===== src/rtl/hazard_fwd_ctrl.sv =====
// Hazard and forwarding controller for a 5-stage pipeline: tracks EX/MEM destinations,
// raises a one-cycle load-use stall and registers the EX operand forwarding selects.
module hazard_fwd_ctrl #(
  parameter int CNT_W = 16
) (
  input  logic             clk,
  input  logic             rst_n,
  input  logic             id_valid,
  input  logic [4:0]       id_rs1,
  input  logic [4:0]       id_rs2,
  input  logic             id_use_rs1,
  input  logic             id_use_rs2,
  input  logic [4:0]       id_rd,
  input  logic             id_reg_write,
  input  logic             id_mem_read,
  input  logic             flush,
  output logic [1:0]       fwd_a,
  output logic [1:0]       fwd_b,
  output logic             stall,
  output logic             ex_bubble,
  output logic [CNT_W-1:0] stall_count
);

  localparam logic [1:0] SEL_RF  = 2'b00;
  localparam logic [1:0] SEL_EX  = 2'b01;
  localparam logic [1:0] SEL_MEM = 2'b10;

  logic       r_ex_valid, r_ex_rw, r_ex_mr;
  logic [4:0] r_ex_rd;
  logic       r_mem_valid, r_mem_rw, r_mem_mr;
  logic [4:0] r_mem_rd;
  logic [1:0] r_fwd_a, r_fwd_b;
  logic       r_ex_bubble;
  logic [CNT_W-1:0] r_stall_count;

  logic       w_ex_match_a, w_ex_match_b, w_mem_match_a, w_mem_match_b;
  logic [1:0] w_sel_a, w_sel_b;
  logic       w_stall, w_issue;

  // x0 is excluded here, so it can never be forwarded from either stage.
  function automatic logic producerMatch(input logic valid, input logic rw,
                                         input logic [4:0] rd, input logic [4:0] src,
                                         input logic use_src);
    return valid & rw & (rd != 5'd0) & (rd == src) & use_src;
  endfunction

  assign w_ex_match_a  = producerMatch(r_ex_valid,  r_ex_rw,  r_ex_rd,  id_rs1, id_use_rs1);
  assign w_ex_match_b  = producerMatch(r_ex_valid,  r_ex_rw,  r_ex_rd,  id_rs2, id_use_rs2);
  assign w_mem_match_a = producerMatch(r_mem_valid, r_mem_rw, r_mem_rd, id_rs1, id_use_rs1);
  assign w_mem_match_b = producerMatch(r_mem_valid, r_mem_rw, r_mem_rd, id_rs2, id_use_rs2);

  assign w_sel_a = w_ex_match_a ? SEL_EX : (w_mem_match_a ? SEL_MEM : SEL_RF);
  assign w_sel_b = w_ex_match_b ? SEL_EX : (w_mem_match_b ? SEL_MEM : SEL_RF);

  // Flush overrides a load-use hazard; reset forces stall low.
  assign w_stall = rst_n & id_valid & ~flush & r_ex_mr & (w_ex_match_a | w_ex_match_b);
  assign w_issue = id_valid & ~w_stall & ~flush;

  always_ff @(posedge clk) begin
    if (!rst_n) begin
      r_ex_valid    <= 1'b0;
      r_ex_rw       <= 1'b0;
      r_ex_mr       <= 1'b0;
      r_ex_rd       <= 5'd0;
      r_mem_valid   <= 1'b0;
      r_mem_rw      <= 1'b0;
      r_mem_mr      <= 1'b0;
      r_mem_rd      <= 5'd0;
      r_fwd_a       <= SEL_RF;
      r_fwd_b       <= SEL_RF;
      r_ex_bubble   <= 1'b0;
      r_stall_count <= '0;
    end else begin
      r_mem_valid <= r_ex_valid;
      r_mem_rw    <= r_ex_rw;
      r_mem_mr    <= r_ex_mr;
      r_mem_rd    <= r_ex_rd;
      if (w_issue) begin
        r_ex_valid  <= 1'b1;
        r_ex_rw     <= id_reg_write;
        r_ex_mr     <= id_mem_read;
        r_ex_rd     <= id_rd;
        r_fwd_a     <= w_sel_a;
        r_fwd_b     <= w_sel_b;
        r_ex_bubble <= 1'b0;
      end else begin
        r_ex_valid  <= 1'b0;
        r_ex_rw     <= 1'b0;
        r_ex_mr     <= 1'b0;
        r_ex_rd     <= 5'd0;
        r_fwd_a     <= SEL_RF;
        r_fwd_b     <= SEL_RF;
        r_ex_bubble <= w_stall | flush;
      end
      if (w_stall && (r_stall_count != {CNT_W{1'b1}}))
        r_stall_count <= r_stall_count + 1'b1;
    end
  end

  assign fwd_a       = r_fwd_a;
  assign fwd_b       = r_fwd_b;
  assign stall       = w_stall;
  assign ex_bubble   = r_ex_bubble;
  assign stall_count = r_stall_count;

endmodule


===== config.mk =====
export PLATFORM = sky130hd
export DESIGN_NAME = hazard_fwd_ctrl
export DESIGN_NICKNAME = d
export VERILOG_FILES = /design/src/rtl/hazard_fwd_ctrl.sv
export SDC_FILE = /design/constraint.sdc
export NUM_CORES = 1
export LEC_CHECK = 0
export CAP_MARGIN = 15
export CORE_ASPECT_RATIO = 1.1
export CORE_MARGIN = 8
export CORE_UTILIZATION = 39
export CTS_CLUSTER_DIAMETER = 40
export DETAILED_ROUTE_END_ITERATION = 6
export PLACE_DENSITY = 0.69
export SYNTH_ARGS = -nofsm -noshare
export SYNTH_HDL_FRONTEND = slang
export SYNTH_SLANG_ARGS = --single-unit

===== constraint.sdc =====
create_clock -name clk -period 4.2 [get_ports clk]
set_input_delay 0.84 -clock clk [delete_from_list [all_inputs] [get_ports clk]]
set_output_delay 0.84 -clock clk [all_outputs]
set_load 0.02 [all_outputs]

[Word level (Yosys, flattened, before mapping)]
Cells that the tools add are included.
Word-level totals
  output and inout bits: 22
  word-level logic and storage cells: 55
  register bits: 36
Cells by class
  muxes and demuxes: 5
  $add $sub $neg: 1
  bitwise gates (word level): 24
  eq/ne operators: 5
  reduce and logical (&&, ||, !) cells: 7
Operator list (number)
  5-bit equality test: 4
  1-bit AND: 18
  16-bit by 1-bit adder with 16-bit output, second input constant: 1
  16-bit != test, second input constant: 1
  5-bit nonzero test: 2
  3-bit OR reduction: 2
  2-bit two-way mux: 2
  1-bit NOT: 4
  1-bit two-way mux: 3
  1-bit OR: 2
  2-bit AND reduction: 1
  2-bit OR reduction: 1
  1-bit logical AND: 1

[Logic depth before layout (Yosys ltp)]
  word-level depth: 11
  depth in mapped cells: 8

[Least setup slack after synthesis]
No wires, ideal clock.
  path type: in2out
  start point: input port id_rs2[0]
  end point: output port stall
  setup slack: 1.452 ns
  cell stages on the path: 5
  arrival time: 1.908 ns
  cells stage by stage: xnor2_1 > nand4_1 > nor3_4 > nor2_2 > nor2_1
Between the ends
  cells in the longest elaborated chain, start to end: 5
RTL lines
  start: declaration: line 10  | input logic [4:0] id_rs2,
  5-bit equality test: line 44  | return valid & rw & (rd != 5'd0) & (rd == src) & use_src;
  1-bit AND (2 in a row): line 44
  1-bit OR: line 56  | assign w_stall = rst_n & id_valid & ~flush & r_ex_mr & (w_ex_match_a | w_ex_match_b);
  1-bit AND: line 56
  end: declaration: line 19  | output logic stall,
No other way between the ends.

[Final worst setup path]
  start point: input port id_rs1[0]
  end point: output port stall
Between the ends
  cells in the longest elaborated chain, start to end: 5
RTL lines
  start: declaration: line 9  | input logic [4:0] id_rs1,
  5-bit equality test: line 44
  1-bit AND (2 in a row): line 44
  1-bit OR: line 56
  1-bit AND: line 56
No other way between the ends.

==> insert_results.sql <==
INSERT INTO impl_metrics (metric_group, metric, value, unit) VALUES
('status', 'run_status', 'finished, final reports clean', ''),
('clock_network', 'cts_tree', 'yes', ''),
('critical_path', 'worstReg2RegStart', 'r_ex_rd[0]', ''),
('clock_network', 'cts_inserted_buffers', '5', ''),
('sta', 'final-max-slew-violation-count', '0', ''),
('sta', 'slew_headroom', '0.675', ''),
('route', 'post_drt_wl_per_cell', '13.7', 'um'),
('worst_hold_path', 'worst_min_delay_path_class', 'reg -> reg', ''),
('power', 'p_sw', '0.153', 'mW'),
('clock_network', 'clock_latency', '280', 'ps'),
('critical_path', 'crit_path_class', 'in -> out', ''),
('floorplanning', 'ios', '45', ''),
('placed_design', 'dp.final_hpwl', '3010', 'um'),
('logic_synthesis', 'post_synth.cell_area_avg', '9.79', 'um2'),
('route', 'vias_per_cell', '5.05', ''),
('floorplanning', 'initial_utilization', '0.403', ''),
('clock_network', 'post_cts.resized_instances', '0', ''),
('power', 'clockPowerShare', '0.432', ''),
('logic_synthesis', 'synth_area_leader_cell', 'sky130_fd_sc_hd__dfxtp_1', ''),
('route', 'vias', '1418', ''),
('finish', 'nets', '250', ''),
('power', 'power_per_cell_area', '304', 'mW/mm2'),
('sta', 'clock_skew', '5.96', 'ps'),
('placed_design', 'buffer_ports.inserted', '44', ''),
('critical_path', 'ff2ff_setup_slack', '2080', 'ps'),
('flow_run', 'max_cap_viol_count', '0', ''),
('sta', 'minimum_hold_slack', '488', 'ps'),
('logic_synthesis', 'postSynthCellCount', '175', ''),
('global_routing', 'grt_pass1_vias', '1358', ''),
('global_routing', 'grt_pass1_wl', '6180', 'um'),
('finish', 'insertedDiodeCount', '0', ''),
('critical_path', 'highest_net_fanout_along_the_worst_path', '9', ''),
('finish', 'layout-drive-gt1-share', '0.0969', ''),
('sta', 'timing.setup.tns', '0', 'ps'),
('logic_synthesis', 'synth_sequential_area_ratio', '0.421', ''),
('global_routing', 'antenna_found_initial', '0', ''),
('sta', 'setup_viol_count_final', '0', ''),
('critical_path', 'required_worst_endpoint', '3360', 'ps'),
('clock_network', 'clkTransAtPathRegs', '80', 'ps'),
('sta', 'max_clock_freq', '0.271', 'GHz'),
('sta', 'report.final.hold_viol_count', '0', ''),
('logic_synthesis', 'syn_area', '0.00171', 'mm2'),
('global_routing', 'globalRoute.totalOverflow', '0', ''),
('sta', 'timing.final.crit_period', '3690', 'ps'),
('floorplanning', 'die_h', '85.5', 'um'),
('power', 'p_comb_frac', '0.076', ''),
('floorplanning', 'placementRows', '25', ''),
('route', 'detail_route.first_pass.iterations', '4', ''),
('logic_synthesis', 'yosys_warnings', '0', ''),
('floorplanning', 'die_w', '79.2', 'um'),
('clock_network', 'root_buffer', 'sky130_fd_sc_hd__clkbuf_8', ''),
('sta', 'tightestPinTransition', '485', 'ps'),
('clock_network', 'max-clock-path-buffers', '2', ''),
('route', 'drt-total-wl', '3860', 'um'),
('sta', 'finalCritPeriodShare', '0.879', ''),
('critical_path', 'regToRegEndpoint', 'stall_count[9]', ''),
('route', 'final_antenna_net_count', '0', ''),
('global_routing', 'grt_usage', '0.115', ''),
('floorplanning', 'dieArea', '0.00677', 'mm2'),
('finish', 'area_growth', '36.3', '%'),
('sta', 'post-route-worst-setup-slack', '507', 'ps'),
('clock_network', 'cts_setup_buffers', '0', ''),
('global_routing', 'grt_max_degree', '28', ''),
('power', 'p_int', '0.557', 'mW'),
('logic_synthesis', 'synth_fp_nets', '199', ''),
('critical_path', 'timing.critical_path.arrival', '2850', 'ps'),
('power', 'power_switching_share', '0.216', ''),
('critical_path', 'timing.critical_path.to', 'stall', ''),
('route', 'first_iter_violations', '96', ''),
('power', 'leakage', '0.843', 'nW'),
('power', 'power.share.sequential', '0.491', '');
## power by group through the flow
stage / combinational, mW / sequential [mW] / clock, mW
6_report: 0.0542 / 0.349 / 0.307
5_1_grt: 0.0584 / 0.349 / 0.327
4_1_cts: 0.0547 / 0.349 / 0.313
3_5_place_dp: 0.0543 / 0.357 / 0
3_3_place_gp: 0.0538 / 0.357 / 0
2_1_floorplan: 0.0238 / 0.356 / 0
## cells by family after synthesis
kind of cell / synth area share
AOI/OAI and AO/OA: 0.132
xor gates and xnor gates: 0.118
adders and majority gates: 0.00730
buffers and inverters: 0.0226
DFF: 0.421
muxes: 0.0175
and+or+nand+nor: 0.282
## area by class of cell
class | instances | area [um2] | area share
clock buffers | 5 | 68.8 | 0.0295
clock inverters | 3 | 46.3 | 0.0198
inverters | 4 | 15.0 | 0.00643
multi-input cells | 132 | 953 | 0.408
flip-flops and latches | 36 | 721 | 0.309
well taps | 54 | 67.6 | 0.0289
repair buffers | 47 | 463 | 0.198
## synth_stat cells, drive strengths merged (3+ instances only)
| library cell | count |
|---|---|
| a21boi | 8 |
| and2 | 16 |
| and3 | 4 |
| dfxtp | 36 |
| inv | 4 |
| mux2i | 3 |
| nand2 | 9 |
| nand3 | 7 |
| nand4 | 5 |
| nor2 | 8 |
| nor3 | 3 |
| nor4 | 5 |
| o21ai | 5 |
| o31ai | 4 |
| or2b | 3 |
| or3 | 5 |
| or4 | 6 |
| xnor2 | 10 |
| xor2 | 13 |
## routing by layer
metal  GRT usage  wire length (um)
met1       0.129              1690
met2       0.194              1950
met3      0.0366               171
met4      0.0506                51
met5           0                 0
## worst min path at each step
stage,start,endpoint,slack [ps],depth (start not counted)
6_report,r_ex_valid,r_mem_valid,490,1
5_1_grt,r_ex_rw,r_mem_rw,510,1
4_1_cts,r_ex_rw,r_mem_rw,490,1
3_5_place_dp,r_ex_valid,r_mem_valid,470,1
3_3_place_gp,r_ex_valid,r_mem_valid,460,1
2_1_floorplan,r_ex_rw,r_mem_rw,440,1
## critical path: stages
cell and delay, ps:
sky130_fd_sc_hd__clkdlybuf4s50_1 460, sky130_fd_sc_hd__xnor2_1 230, sky130_fd_sc_hd__nand4_1 170, sky130_fd_sc_hd__nor3_4 230
sky130_fd_sc_hd__nor2_2 110, sky130_fd_sc_hd__nor2_1 180, sky130_fd_sc_hd__clkdlybuf4s50_1 640
## cells in the final DEF (no fill, tap or decap), drive strengths merged, types with 2 or more instances in the layout
master / netlist / final
or2: 2 / 2
or2b: 3 / 3
o211ai: 2 / 2
or4: 6 / 6
xnor2: 10 / 10
nor2: 8 / 8
nand3: 7 / 7
o2111ai: 2 / 2
xor2: 13 / 13
inv: 4 / 5
o31ai: 4 / 4
nand4: 5 / 5
clkdlybuf4s50: 0 / 44
nor3: 3 / 3
dfxtp: 36 / 36
and3: 4 / 4
a21boi: 8 / 8
clkbuf: 1 / 5
nor2b: 2 / 2
nand2: 9 / 9
o21a: 2 / 2
nor4: 5 / 5
o21ai: 5 / 5
or3: 5 / 5
and2: 16 / 16
buf: 2 / 3
mux2i: 3 / 3
## metrics by stage
stage          power (mW)  instance area [um2]  cells
2_1_floorplan       0.380                 1710    175
3_3_place_gp        0.410                 2220    273
3_5_place_dp        0.411                 2220    273
4_1_cts             0.717                 2330    281
5_1_grt             0.735                 2330    281
6_report            0.710                 2330    281
## registers in the layout, indices dropped and copies added, names as in the netlist
signal / cells
stall_count: 16
r_ex_rd: 5
fwd_b: 2
r_ex_valid: 1
r_mem_valid: 1
r_mem_rw: 1
fwd_a: 2
ex_bubble: 1
r_ex_rw: 1
r_ex_mr: 1
r_mem_rd: 5
Power figures use the tool's default switching activity.
